**src/rtl/id_ex_hazard_ctrl.sv**
```systemverilog
// ID/EX hazard controller: load-use stall, taken-branch flush, memory freeze.
// Drives stage enables and bubble/flush strobes; keeps stall/flush counters.
module id_ex_hazard_ctrl #(
  parameter int CNT_W       = 16,
  parameter int MEM_TIMEOUT = 64
) (
  input  logic             clk,
  input  logic             reset,
  input  logic [4:0]       Rn_id,
  input  logic [4:0]       Rm_id,
  input  logic             rn_used_id,
  input  logic             rm_used_id,
  input  logic [4:0]       Rd_ex,
  input  logic             MemtoReg_ex,
  input  logic             RegWrite_ex,
  input  logic             br_taken_ex,
  input  logic             mem_access_mem,
  input  logic             mem_ready,
  output logic             pc_en,
  output logic             if_id_en,
  output logic             if_id_flush,
  output logic             id_ex_en,
  output logic             id_ex_bubble,
  output logic             ex_mem_en,
  output logic             mem_wb_en,
  output logic [CNT_W-1:0] stall_cycles,
  output logic [CNT_W-1:0] flush_count,
  output logic             mem_timeout
);

  typedef enum logic [1:0] {
    RUN      = 2'd0,
    LU_STALL = 2'd1,
    MEM_WAIT = 2'd2
  } state_t;

  localparam int WC_W = $clog2(MEM_TIMEOUT + 1);
  localparam logic [WC_W-1:0] WC_MAX = WC_W'(MEM_TIMEOUT);

  state_t            state_q, state_d;
  logic [WC_W-1:0]   wc_q, wc_d;
  logic [CNT_W-1:0]  stall_q, flush_q;
  logic              tmo_q;

  logic              hazard, miss;
  logic [4:0]        en_c;
  logic              flush_c, bubble_c;
  logic              stall_inc, flush_inc;

  assign hazard = MemtoReg_ex & RegWrite_ex & (Rd_ex != 5'd31) &
                  ((rn_used_id & (Rn_id == Rd_ex)) |
                   (rm_used_id & (Rm_id == Rd_ex)));
  assign miss   = mem_access_mem & ~mem_ready;

  always_comb begin
    state_d   = state_q;
    wc_d      = wc_q;
    en_c      = 5'b11111;
    flush_c   = 1'b0;
    bubble_c  = 1'b0;
    stall_inc = 1'b0;
    flush_inc = 1'b0;
    case (state_q)
      RUN, LU_STALL: begin
        state_d = RUN;
        if (miss) begin
          en_c      = 5'b00000;
          state_d   = MEM_WAIT;
          wc_d      = WC_W'(1);
          stall_inc = 1'b1;
        end else if (br_taken_ex) begin
          flush_c   = 1'b1;
          bubble_c  = 1'b1;
          flush_inc = 1'b1;
        end else if (hazard && state_q == RUN) begin
          en_c      = 5'b00111;
          bubble_c  = 1'b1;
          stall_inc = 1'b1;
          state_d   = LU_STALL;
        end
      end
      MEM_WAIT: begin
        if (!mem_ready) begin
          en_c      = 5'b00000;
          stall_inc = 1'b1;
          if (wc_q != WC_MAX) wc_d = wc_q + WC_W'(1);
        end else begin
          state_d = RUN;
          wc_d    = '0;
        end
      end
      default: begin
        state_d = RUN;
        wc_d    = '0;
      end
    endcase
  end

  always_ff @(posedge clk or negedge reset) begin
    if (!reset) begin
      state_q <= RUN;
      wc_q    <= '0;
      stall_q <= '0;
      flush_q <= '0;
      tmo_q   <= 1'b0;
    end else begin
      state_q <= state_d;
      wc_q    <= wc_d;
      if (stall_inc && !(&stall_q)) stall_q <= stall_q + CNT_W'(1);
      if (flush_inc && !(&flush_q)) flush_q <= flush_q + CNT_W'(1);
      if (wc_d == WC_MAX) tmo_q <= 1'b1;
    end
  end

  // Reset forces the quiescent strobe pattern without waiting for an edge.
  assign pc_en        = reset & en_c[4];
  assign if_id_en     = reset & en_c[3];
  assign id_ex_en     = reset & en_c[2];
  assign ex_mem_en    = reset & en_c[1];
  assign mem_wb_en    = reset & en_c[0];
  assign if_id_flush  = ~reset | flush_c;
  assign id_ex_bubble = ~reset | bubble_c;
  assign stall_cycles = stall_q;
  assign flush_count  = flush_q;
  assign mem_timeout  = tmo_q;

endmodule

```
**config.mk**
```make
export PLATFORM = sky130hd
export DESIGN_NAME = id_ex_hazard_ctrl
export DESIGN_NICKNAME = d
export VERILOG_FILES = /design/src/rtl/id_ex_hazard_ctrl.sv
export SDC_FILE = /design/constraint.sdc
export NUM_CORES = 1
export LEC_CHECK = 0
export ABC_CLOCK_PERIOD_IN_PS = 1700
export CAP_MARGIN = 20
export CORE_MARGIN = 3
export CORE_UTILIZATION = 35
export CTS_BUF_LIST = sky130_fd_sc_hd__clkbuf_16
export CTS_CLUSTER_DIAMETER = 60
export DETAILED_ROUTE_END_ITERATION = 8
export SLEW_MARGIN = 20
export SYNTH_ARGS = -nofsm -noshare
export SYNTH_HDL_FRONTEND = slang
export SYNTH_SLANG_ARGS = --single-unit
```
**constraint.sdc**
```tcl
create_clock -name clk -period 1.7 [get_ports clk]
set_input_delay 0.425 -clock clk [delete_from_list [all_inputs] [get_ports clk]]
set_output_delay 0.425 -clock clk [all_outputs]
set_load 0.03 [all_outputs]
```
==> flow_metrics.tcl <==
set metrics [dict create \
    wire_per_inst_um 15.1 \
    cp.required_ps 1270 \
    first_iter_violations 74 \
    start_kind "flop" \
    ir_drop_v 0.00104 \
    vias_per_cell 4.94 \
    numPortBuffers 63 \
    netlist_top_cells_area "dfrtp_1 46%, xnor2_1 8.4%, xor2_1 6.9%, nand3_1 4.6%, nand2_1 2.9%" \
    leakage_nw 1.98 \
    p_comb_share_pct 41.2 \
    cts_buffer_depth 2 \
    antenna_found_initial 0 \
    maxSlewHeadroom_pct 64.3 \
    power_switching_share_pct 35.5 \
    synth_top_area_share_pct 45.8 \
    critPathBufInv 2 \
    grt_max_degree 22 \
    drtPass1Iterations 4 \
    finalSetupViolCount 35 \
    p_int_w 0.00289 \
    worstSetupPathType "flop to output pin" \
    status "finished, violations left" \
    initial_core_util_pct 37.5 \
    pwr_density_cell_mw_per_mm2 1090 \
    pre_cts_slack_ps -664 \
    p_switching_w 0.00159 \
    clkPwrFrac_pct 27.4 \
    critPathCaptureType "output pin" \
    path_common_cell "buf_6" \
    multi_input_area_mm2 0.00154 \
    rows 28 \
    grt_pass1_vias 2158 \
    violations "setup timing" \
    n_fill_cell 464 \
    synth_cells 224 \
    ioPinCount 64 \
    crit_chain "buf_6 > nand2b_4 > a21o_4 > and2_4 > a21boi_4 > buf_6" \
    yosys_warnings 0 \
    avgSynthCellArea_um2 10.3 \
    seq_power_share_pct 31.5 \
    clockRootBuffer "clkbuf_16" \
    yosys.cell_types.count 50 \
    finalNonFillerCells 443 \
    htreeDepth 2 \
    hold_viol 0 \
    fmax_ghz 0.493 \
    reg2reg_from "wc_q[0]" \
    groute.usage.overall_pct 17.5 \
    grt-ovfl-total 0 \
    hp-class "primary input to async pin" \
    async_flop_share_pct 100 \
    synthesis.nets 252 \
    synth_edf_count 0 \
    path_clk_slew_ps 60 \
    die-area_mm2 0.00757 \
    die_h_um 87.0 \
    fin_crit_ps 2030 \
    seq_area_mm2 0.00106 \
    crit_slowest_cell "dfrtp_1" \
    drcViolationCount 0 \
    path_max_fanout 4 \
    gp_congestion 0.784 \
    final_nets 395 \
    synth_ff_type "dfrtp_1" \
    startpoint "state_q[1]" \
    die_x_um 87.0 \
    insertion_delay_ps 290 \
    critical_path_arrival_ps 1600 \
    holdBufCountCts 0 \
    cts_sinks 42 \
    ys_seq_area_share_pct 45.8 \
    grt_first_pass_wirelength_mm 10.4 \
    numCtsBuffers 5 \
    worst-slew-pin-transition_ps 534 \
    n_antenna_cell 0 \
    synth-seq-cells 42 \
    final.setup_skew_ps 9.73 \
    wl_mm 6.70 \
    dp_hpwl_mm 4.46 \
    cts_tree "done" \
    drv_slew 0 \
    synth_top_cell_by_area "dfrtp_1" \
    cp_slowest_stage_delay_ps 380 \
    rsz0062_at_grt "yes" \
    fin_crit_sh_pct 119 \
    setup_ws_ps -329 \
    core_area_mm2 0.00613 \
    netlist_area_mm2 0.00230 \
    area_delta_synth_final_pct 79.7 \
    cp_top_family "flip-flops" \
    vias 2190 \
    dp.cells 416 \
    ant_nets 0 \
    drive_above_1_share_pct 47.3 \
    maxCapViolations 0 \
]
[sequential cells by signal, indices dropped and copies added, names as in the netlist]
register / count
state_q: 2
mem_timeout: 1
stall_cycles: 16
flush_count: 16
wc_q: 7
[placed cells by master (no fill, tap or decap), types with 5 or more instances in the layout]
cell | synthesis | layout
xor2_1 | 18 | 18
and3_1 | 5 | 5
buf_4 | 3 | 65
clkbuf_16 | 0 | 5
nand3_1 | 21 | 19
xnor2_1 | 22 | 16
nand4_1 | 7 | 7
nor3_4 | 0 | 6
dfrtp_2 | 0 | 9
xnor2_2 | 0 | 6
dlygate4sd2_1 | 0 | 41
buf_6 | 2 | 16
dfrtp_1 | 42 | 33
buf_2 | 1 | 9
nand2_1 | 18 | 16
clkdlybuf4s15_1 | 0 | 6
inv_1 | 8 | 6
nor2_4 | 1 | 13
[metal layers]
| layer | wire, µm | vias to the layer above | share of wire, % | global-route usage, % |
|---|---|---|---|---|
| met5 | 0 | - | 0 | 0 |
| met4 | 100 | 0 | 1.5 | 5.38 |
| met3 | 264 | 9 | 3.9 | 3.50 |
| met2 | 3440 | 47 | 51 | 28.6 |
| met1 | 2890 | 1061 | 43 | 23.2 |
| li1 | - | 1073 | - | - |
[worst paths after layout]
check                                       end  slack [ps]  cells after the start
worst max register to register      mem_timeout        -200                      7
worst max-delay path                      pc_en        -330                      6
worst min-delay path            stall_cycles[6]         150                      2
max in group asynchronous        flush_count[6]        1240                      2
worst min register to register      mem_timeout         470                      1
min in group clk                    mem_timeout         470                      1
[logic make-up after synthesis]
family / synth area share, %
multiplexers: 0.980
buffers and inverters: 3.49
adder cells (fa/ha/maj): 2.18
AND/OR/NAND/NOR: 24.1
AO/OA/AOI/OAI: 8.28
XOR/XNOR: 15.3
flip-flops: 45.8
[per-stage QoR]
stage | power (W) | setup TNS [ps] | cell area [µm²] | hold slack (ps) | utilization, %
2_1_floorplan | 0.00229 | -2620 | 2340 | 129 | -
3_3_place_gp | 0.00317 | -19270 | 3470 | 443 | 56.6
3_5_place_dp | 0.00318 | -19520 | 3470 | 441 | 56.6
4_1_cts | 0.00439 | -3490 | 3940 | 137 | 64.2
5_1_grt | 0.00471 | -7450 | 4130 | 149 | 67.3
6_report | 0.00448 | -4710 | 4130 | 147 | 67.3
[cells in the mapped netlist, types with 3 or more instances]
| library cell | n |
|---|---|
| a21oi_1 | 3 |
| and3_1 | 5 |
| buf_4 | 3 |
| dfrtp_1 | 42 |
| ha_1 | 4 |
| inv_1 | 8 |
| nand2_1 | 18 |
| nand2b_1 | 4 |
| nand3_1 | 21 |
| nand4_1 | 7 |
| nor2_1 | 8 |
| nor2_2 | 8 |
| nor3_1 | 8 |
| o21ai_0 | 5 |
| xnor2_1 | 22 |
| xor2_1 | 18 |
[cell type report]
class | count | area share (%)
flip-flops and latches | 42 | 25.7
clock buffers | 5 | 3.03
multi-input cells | 168 | 37.2
repair buffers | 142 | 29.5
well taps | 75 | 2.27
inverters | 8 | 0.727
clock inverters | 3 | 1.55
[power by group through the flow]
stage	Sequential (W)	Clock, W	Combinational [W]
2_1_floorplan	0.00184	0	0.000448
3_3_place_gp	0.00142	0	0.00175
3_5_place_dp	0.00142	0	0.00176
4_1_cts	0.00141	0.00124	0.00175
5_1_grt	0.00144	0.00128	0.00198
6_report	0.00141	0.00123	0.00184
[what timing repair did]
item	in CTS	in global routing
endpoints found under the hold margin	0	0
pin swaps	48	10
cloned	1	0
setup endpoints to repair	69	43
setup buffers	11	10
gates resized for setup	145	31
Note: power is estimated with default switching activity, not from simulation.
